$ cat config.mk
export PLATFORM = sky130hd
export DESIGN_NAME = bin2bcd_serial
export DESIGN_NICKNAME = d
export VERILOG_FILES = /design/src/rtl/bin2bcd_serial.sv
export SDC_FILE = /design/constraint.sdc
export NUM_CORES = 1
export LEC_CHECK = 0
export BUFFER_PORTS_ARGS = -buffer_cell sky130_fd_sc_hd__buf_2
export CAP_MARGIN = 15
export CORE_ASPECT_RATIO = 0.7
export CORE_UTILIZATION = 50
export CTS_CLUSTER_DIAMETER = 120
export CTS_CLUSTER_SIZE = 10
export DETAILED_ROUTE_END_ITERATION = 12
export PLACE_DENSITY = 0.71
export RECOVER_POWER = 100
export SLEW_MARGIN = 30
export SYNTH_ARGS = -nofsm -noshare
export SYNTH_HDL_FRONTEND = slang
export SYNTH_SLANG_ARGS = --single-unit
$ cat constraint.sdc
create_clock -name clk -period 3.4 [get_ports clk]
set_input_delay 0.51 -clock clk [delete_from_list [all_inputs] [get_ports clk]]
set_output_delay 0.51 -clock clk [all_outputs]
set_load 0.05 [all_outputs]
$ cat src/rtl/bin2bcd_serial.sv
// Serial double-dabble binary-to-BCD converter, one input bit per clock.
// Optional macro BIN2BCD_LEADING_ZERO_BLANK_EN blanks leading zero digits to 4'hF.
module bin2bcd_serial #(
  parameter int NUM_BITS   = 14,
  parameter int NUM_DIGITS = 4
) (
  input  logic                    clk,
  input  logic                    reset,
  input  logic [NUM_BITS-1:0]     binary_in,
  input  logic                    binary_in_valid,
  output logic [4*NUM_DIGITS-1:0] packed_bcd_out,
  output logic                    packed_bcd_out_valid,
  output logic                    busy,
  output logic                    overflow,
  output logic                    in_dropped
);

  localparam int BW = 4*NUM_DIGITS;
  localparam int SW = BW + NUM_BITS;
  localparam int CW = $clog2(NUM_BITS+1);
  localparam logic [NUM_BITS:0] MAX_VAL =
    (NUM_BITS+1)'(10**NUM_DIGITS - 1);

  typedef enum logic {IDLE, SHIFT} state_t;

  state_t          state;
  logic [CW-1:0]   cnt;
  logic [SW-1:0]   sreg;
  logic            ovf_q;
  logic [BW-1:0]   acc_adj;
  logic [SW-1:0]   shifted;
  logic [BW-1:0]   result;
  logic [BW-1:0]   out_word;
  logic [3:0]      digit;

  always_comb begin
    acc_adj = '0;
    digit   = '0;
    for (int i = 0; i < NUM_DIGITS; i++) begin
      digit = sreg[NUM_BITS+4*i +: 4];
      acc_adj[4*i +: 4] = (digit >= 4'd5) ? digit + 4'd3 : digit;
    end
    shifted = {acc_adj, sreg[NUM_BITS-1:0]} << 1;
    result  = shifted[SW-1 -: BW];
  end

`ifdef BIN2BCD_LEADING_ZERO_BLANK_EN
  logic lead;

  // Digit 0 stays visible so a zero result still shows "0".
  always_comb begin
    lead     = 1'b1;
    out_word = ovf_q ? {NUM_DIGITS{4'h9}} : result;
    if (!ovf_q) begin
      for (int i = NUM_DIGITS-1; i > 0; i--) begin
        if (result[4*i +: 4] != 4'h0)
          lead = 1'b0;
        if (lead)
          out_word[4*i +: 4] = 4'hF;
      end
    end
  end
`else
  always_comb begin
    out_word = ovf_q ? {NUM_DIGITS{4'h9}} : result;
  end
`endif

  always_ff @(posedge clk or posedge reset) begin
    if (reset) begin
      state                <= IDLE;
      cnt                  <= '0;
      sreg                 <= '0;
      ovf_q                <= 1'b0;
      packed_bcd_out       <= '0;
      packed_bcd_out_valid <= 1'b0;
      busy                 <= 1'b0;
      overflow             <= 1'b0;
      in_dropped           <= 1'b0;
    end else begin
      packed_bcd_out_valid <= 1'b0;
      in_dropped           <= 1'b0;
      unique case (state)
        IDLE: begin
          if (binary_in_valid) begin
            sreg  <= {{BW{1'b0}}, binary_in};
            cnt   <= CW'(NUM_BITS);
            ovf_q <= {1'b0, binary_in} > MAX_VAL;
            busy  <= 1'b1;
            state <= SHIFT;
          end
        end
        SHIFT: begin
          if (binary_in_valid)
            in_dropped <= 1'b1;
          sreg <= shifted;
          cnt  <= cnt - 1'b1;
          if (cnt == CW'(1)) begin
            packed_bcd_out       <= out_word;
            packed_bcd_out_valid <= 1'b1;
            overflow             <= ovf_q;
            busy                 <= 1'b0;
            state                <= IDLE;
          end
        end
        default: state <= IDLE;
      endcase
    end
  end

endmodule

==> results.md, run 1 <==
- Run status: complete, but fails checks
- Violations in the final reports: capacitance limit, slew limit
- Most frequent cells after synthesis: sky130_fd_sc_hd__dfrtp_1, sky130_fd_sc_hd__nand2_1, sky130_fd_sc_hd__a21oi_1, sky130_fd_sc_hd__mux2i_1, sky130_fd_sc_hd__o21ai_0
- Number of flip-flops and latches in the synthesized netlist: between 50 and 60
- Fill cell total of the finished layout: about 450
- Clock Skew: between 0.009 and 0.01 ns
- Half-perimeter wire length of the detailed placement result: ~3500 um
- Number of synthesized flops with an enable pin: 0
- Fraction of layout instances using a drive strength above 1: 0.0868
- Share of async-settable or async-resettable flops after synthesis: 1.00
- Number of sinks driven by the clock tree: 56
- Growth of design area from synthesis to finish: 10.4%
- Total standard cell area after synthesis: 0.00266 sq mm
- Data arrival time at the worst-slack endpoint: between 2 and 3 ns
- CTS buffer count: 5
- I/O pins: 37
- Post_cts resized: 0
- GPL Wtd Cong: 0.767
- Final cell count without fillers: 357
- Global routing usage summed across all routing layers: 0.205
- Post CTS Setup Buffer Count: 0
- Antenna violations before repair: 0
- Overall power of the completed layout: ~3 mW
- Aggregate negative setup slack: 0 ns
- Post-layout utilization of the core: 0.595
- Core box area: between 0.004 and 0.005 sq mm
- Post-detailed-routing wire length: around 5200 um
- Minimum clock period: roughly 2.4 ns
- Largest net degree at the start of global routing: between 60 and 70
- Final-report setup violation count: 0
- Die Height: between 60 and 70 um
- Final number of max-transition violations: 28
- Placed Instance Area: roughly 0.0029 sq mm
- Number of port buffers: 36
- Total non-filler cell area in the finished layout: ~0.0029 sq mm
- Clock transition at the registers of the reported paths: 0.10 ns
- Initial core utilization: 0.539
- Sequential fraction of the synthesis area: 0.526
- Worst Max-Slew Pin Slew: around 1.6 ns
- H-tree lvl count: 2
- Synth area leaders: sky130_fd_sc_hd__dfrtp_1, sky130_fd_sc_hd__mux2i_1, sky130_fd_sc_hd__a21oi_1
- Kind of end point of the critical path: flip-flop
- Number of vias per cell: between 5 and 6
- Width of the die: ~89 um
- Post-layout nets: about 310
- Portion of synthesized cell area occupied by the leading cell type: 0.526
- Hold Fails Final Rpt: 0
- Post-Syn Area per Cell: approximately 10 sq um
- Total congestion overflow: 0
- First drt pass iteration count: 4
- First-pass GRT wire length: between 8000 and 9000 um
- Warning count from the yosys run: 0
- Routed wirelength normalized by instance count: around 14 um
- Buffer cell driving the clock tree root: sky130_fd_sc_hd__clkbuf_8
- # hold bufs at CTS: 0
- Count of nets left with antenna violations after detail routing: 0
- Headroom to the max-slew limit: -0.0727
- Cell area power density: about 1000 mW/mm^2
- Via count of the first global-routing pass: ~1.7k
- Die Outline Area: between 0.005 and 0.006 sq mm
- Cell taking the most area after synthesis: sky130_fd_sc_hd__dfrtp_1
- Synthesized instance count: approximately 250
- Worst setup SP type: flip-flop
- Rows: 21
- Clock latency at the later pin of the worst-skew pair: approximately 0.31 ns
- Count of cell types in the netlist: 30
- Maximum clock frequency: between 400 and 500 MHz
- Required time of the worst setup path: 3.65 ns
- Maximum buffer depth of the clock tree: 2
- Fraction of the cycle the final worst path needs: 0.699
- Maximum fanout along the worst path: 15
- Synth Flop Type: sky130_fd_sc_hd__dfrtp_1
- Maximum vdd drop: around 0.43 mV
- Diodes inserted: 0
- Leakage power figure: between 1 and 1.5 nW
- Total of max-cap violations: 1
- Hold Path Class: in -> async
- Iter 0 DRT Violations: 108
- Critical path start-end classification: reg -> reg
- Top-count cell post-synth: sky130_fd_sc_hd__dfrtp_1
- Post-synthesis net count: around 280
- CTS tree: done
- Detailed-route via count: about 1.8k
- Placed Instances: 349
- # DRC: 0
- RSZ-0062 raised after global routing: no
-- metrics by stage --
stage               hold WS (ns)  setup WS [ns]
global route               0.368          0.855
CTS                        0.192           1.68
detailed placement         0.465           1.63
global placement           0.455           1.67
floorplan                  0.449           1.52
finish                     0.314           1.02
-- flip-flops by register name, summed over array words and instances, names as in the netlist --
signal,count
packed_bcd_out,16
ovf_q,1
busy,1
packed_bcd_out_valid,1
cnt,4
in_dropped,1
state,1
overflow,1
sreg,30
-- cells by family after synthesis --
group / Yosys count / share of synthesized area
AO/OA/AOI/OAI: 66 / 0.152
XOR/XNOR: 4 / 0.0132
adder cells (fa/ha/maj): 10 / 0.0470
buffers and inverters: 28 / 0.0470
flip-flops: 56 / 0.526
multiplexers: 22 / 0.0832
AND/OR/NAND/NOR: 68 / 0.131
-- path summary, 6_finish.rpt --
kind                       slack (ns)         start            endpoint  cells after the start
max                              1.02        cnt[1]  packed_bcd_out[14]                      5
min                              0.31         reset             sreg[9]                      2
max reg2reg                      1.02        cnt[1]  packed_bcd_out[14]                      5
min reg2reg                      0.48       sreg[6]             sreg[7]                      2
max in group asynchronous        1.63         reset   packed_bcd_out[5]                      3
min in group clk                 0.45  binary_in[0]             sreg[0]                      3
-- layout by cell type (no fill, tap or decap), drive strengths merged, types with 2 or more instances in the layout --
| master | synthesis | layout |
|---|---|---|
| a21o | 7 | 7 |
| inv | 15 | 15 |
| nor3b | 10 | 10 |
| clkbuf | 5 | 29 |
| xnor2 | 4 | 4 |
| dfrtp | 56 | 56 |
| o31ai | 2 | 2 |
| nor2 | 16 | 16 |
| nand2 | 26 | 26 |
| nand2b | 6 | 6 |
| o21ai | 18 | 18 |
| ha | 10 | 10 |
| a32o | 2 | 2 |
| nor3 | 5 | 5 |
| a2111oi | 3 | 3 |
| a22o | 7 | 7 |
| a21oi | 25 | 25 |
| buf | 8 | 16 |
| mux2i | 21 | 21 |
-- worst max-delay path: stages, from the launching register on --
cell	delay, ns
sky130_fd_sc_hd__dfrtp_1	0.40
sky130_fd_sc_hd__inv_1	0.08
sky130_fd_sc_hd__ha_1	0.14
sky130_fd_sc_hd__nand4bb_1	0.55
sky130_fd_sc_hd__nor2_1	0.90
sky130_fd_sc_hd__a32o_1	0.26
-- cell type report --
type	instances	area, sq um	share of cell area
clock inverters	2	35.0	0.0119
inverters	15	56.3	0.0192
clock buffers	6	72.6	0.0247
flip-flops and latches	56	1400	0.477
well taps	69	86.3	0.0294
repair buffers	39	169	0.0575
multi-input cells	170	1120	0.380
-- layer usage --
| layer | share of wire | wire (um) | GRT usage | vias up |
|---|---|---|---|---|
| met5 | 0 | 0 | 0 | - |
| met3 | 0.029 | 148 | 0.0393 | 8 |
| li1 | - | - | - | 946 |
| met4 | 0.012 | 60 | 0.0595 | 0 |
| met1 | 0.55 | 2830 | 0.322 | 862 |
| met2 | 0.41 | 2110 | 0.283 | 30 |
-- report_power, final --
| part | internal, mW | switching, mW |
|---|---|---|
| logic | 0.496 | 0.907 |
| clock network | 0.219 | 0.211 |
| registers | 0.954 | 0.221 |
(Power assumes the default switching activity.)
==> inputs of run 2 (changes only) <==
==> constraint.sdc (replaced) <==
create_clock -name clk -period 2.3 [get_ports clk]
set_input_delay 0.345 -clock clk [delete_from_list [all_inputs] [get_ports clk]]
set_output_delay 0.345 -clock clk [all_outputs]
set_load 0.05 [all_outputs]
==> run 2 against run 1 <==
Against the previous run: the flow now finishes without violations; largest cell class unchanged; die area did not move; count of clock-buffer cells in the layout shrank 1; power rose by 50%; non-clock buffer count unchanged; clock skew up 0.0038 ns; via count rose by 2.9%; critical path type unchanged; clock power is 50% higher; worst setup slack worse by 0.41 ns; fmax is 41% higher.
==> results.md, run 2 (same netlist as run 1, synthesis figures left out) <==
- Run status: finished clean
- Hold Fails Final Rpt: 0 (unchanged)
- FF-to-FF Start: cnt[1]
- Post_cts resized: 0 (unchanged)
- Leakage power figure: 1.42 nW (+0.79%)
- Registers with the highest flip-flop counts: sreg (30), packed_bcd_out (16), cnt (4)
- Antenna violations before repair: 0 (unchanged)
- Register ranked first by flip-flop count: sreg
- Data arrival time at the worst-slack endpoint: 1.94 ns (-0.69 ns)
- GPL Wtd Cong: 0.806 (+5.0%)
- Largest incremental delay on the critical path: 0.47 ns (-0.43 ns)
- Fraction of the cycle the final worst path needs: 0.735 (+0.0352)
- End of the worst register-to-register path: packed_bcd_out[14]
- Maximum fanout along the worst path: 15 (unchanged)
- First drt pass iteration count: 4 (unchanged)
- Total of max-cap violations: 0 (-1)
- Final-report setup violation count: 0 (unchanged)
- Maximum buffer depth of the clock tree: 2 (unchanged)
- Required time of the worst setup path: 2.55 ns (-1.10 ns)
- First-pass GRT wire length: 9260 um (+6.7%)
- Die Height: 63.1 um (unchanged)
- Die Outline Area: 0.00563 sq mm (unchanged)
- Kind of end point of the critical path: flip-flop
- Routed wirelength normalized by instance count: 14.6 um (+1.2%)
- Half-perimeter wire length of the detailed placement result: 3650 um (+3.1%)
- Clock transition at the registers of the reported paths: 0.10 ns (about the same)
- I/O pins: 37 (unchanged)
- Minimum clock period: 1.69 ns (-0.688 ns)
- Commonest non-fill, non-tap cell in the layout: sky130_fd_sc_hd__dfrtp_1
- Via count of the first global-routing pass: 1834 (+5.3%)
- Rows: 21 (unchanged)
- Width of the die: 89.2 um (unchanged)
- Clock Skew: 0.0129 ns (+0.00380 ns)
- Post-layout nets: 314 (unchanged)
- CTS tree: done
- Post CTS Setup Buffer Count: 0 (unchanged)
- Cell area power density: 1520 mW/mm^2 (+49%)
- Setup slack on the worst flop-to-flop path: 0.61 ns (-0.41 ns)
- Hold Path Class: in -> async
- Growth of design area from synthesis to finish: 11.5%
- Core box area: 0.00494 sq mm (unchanged)
- Largest register FFs: 30 (unchanged)
- Diodes inserted: 0 (unchanged)
- CTS buffer count: 5 (unchanged)
- # hold bufs at CTS: 0 (unchanged)
- List of cells traversed by the critical path: inv_1 > ha_1 > nand4bb_4 > nor2_2 > a32o_1
- Buffer cell driving the clock tree root: sky130_fd_sc_hd__clkbuf_8
- Worst Max-Slew Pin Slew: 0.904 ns (-0.705 ns)
- Critical path start-end classification: reg -> reg
- H-tree lvl count: 2 (unchanged)
- Largest net degree at the start of global routing: 65 (unchanged)
- Fill cell total of the finished layout: 458 (+1.6%)
- Number of port buffers: 36 (unchanged)
- Number of vias per cell: 5.32 (+2.9%)
- Global routing usage summed across all routing layers: 0.218 (+0.0130)
- Worst setup SP type: flip-flop
- Aggregate negative setup slack: 0 ns (unchanged)
- RSZ-0062 raised after global routing: no
- Post-layout utilization of the core: 0.601 (+0.00583)
- Crit. Startpoint: cnt[1]
- Total congestion overflow: 0 (unchanged)
- Number of sinks driven by the clock tree: 56 (unchanged)
- Headroom to the max-slew limit: 0.397 (+0.470)
- Cell with the largest stage delay on the worst path: sky130_fd_sc_hd__nor2_2
- Count of nets left with antenna violations after detail routing: 0 (unchanged)
- Fraction of layout instances using a drive strength above 1: 0.108 (+0.0208)
- Maximum clock frequency: 592 MHz (+41%)
- Post-detailed-routing wire length: 5220 um (+1.2%)
- Initial core utilization: 0.539 (unchanged)
- Final number of max-transition violations: 0 (-100%)
- Iter 0 DRT Violations: 67 (-38%)
- Commonest non-fill, non-tap cells in the layout: sky130_fd_sc_hd__dfrtp_1, sky130_fd_sc_hd__nand2_1, sky130_fd_sc_hd__a21oi_1
- Detailed-route via count: 1899 (+2.9%)
- Maximum vdd drop: 0.631 mV (+47%)
- Worst hold slack after final layout: 0.211 ns (-0.103 ns)
- Clock latency at the later pin of the worst-skew pair: 0.31 ns (about the same)
- # DRC: 0 (unchanged)
- Number of cells on the worst reg-to-reg path: 5 (unchanged)
==> run 2: metal layers <==
layer | track usage | wire length (um) | part of all wire
met5 | 0 | 0 | 0
met1 | 0.345 | 2740 | 0.53
met4 | 0.0595 | 57 | 0.011
met3 | 0.0433 | 159 | 0.030
met2 | 0.300 | 2260 | 0.43
==> run 2: worst max path at each step <==
stage          cells after the start  slack [ns]            endpoint
2_1_floorplan                      1        0.58                busy
5_1_grt                            3        0.42               state
3_5_place_dp                       5        0.62  packed_bcd_out[14]
3_3_place_gp                       5        0.66  packed_bcd_out[14]
6_report                           5        0.61  packed_bcd_out[14]
4_1_cts                            5        0.60  packed_bcd_out[14]
==> run 2: area by class of cell <==
cell class | count | area (sq um) | area share
well taps | 69 | 86.3 | 0.0291
repair buffers | 39 | 175 | 0.0590
multi-input cells | 170 | 1140 | 0.383
flip-flops and latches | 56 | 1400 | 0.473
clock buffers | 5 | 68.8 | 0.0232
clock inverters | 3 | 42.5 | 0.0143
inverters | 15 | 56.3 | 0.0190
==> run 2: per-stage QoR <==
step	worst slack [ns]	total power, mW	instance area, sq um	instances
6_report	0.610	4.51	2970	357
5_1_grt	0.420	4.88	2970	357
4_1_cts	0.603	4.58	3010	357
3_5_place_dp	0.620	3.93	2900	349
3_3_place_gp	0.662	3.87	2900	349
2_1_floorplan	0.584	3.42	2660	254
==> run 2: critical path, delay by kind of cell, from the launching register on <==
| family | cells | cell delay [ns] |
|---|---|---|
| fa+ha+maj | 1 | 0.19 |
| flops | 1 | 0.40 |
| buf+inv | 1 | 0.08 |
| simple gates | 2 | 0.72 |
| compound gates | 1 | 0.24 |
==> run 2: power by group <==
group	switching (mW)	internal, mW
logic	1.38	0.749
registers	0.329	1.41
clock network	0.320	0.323
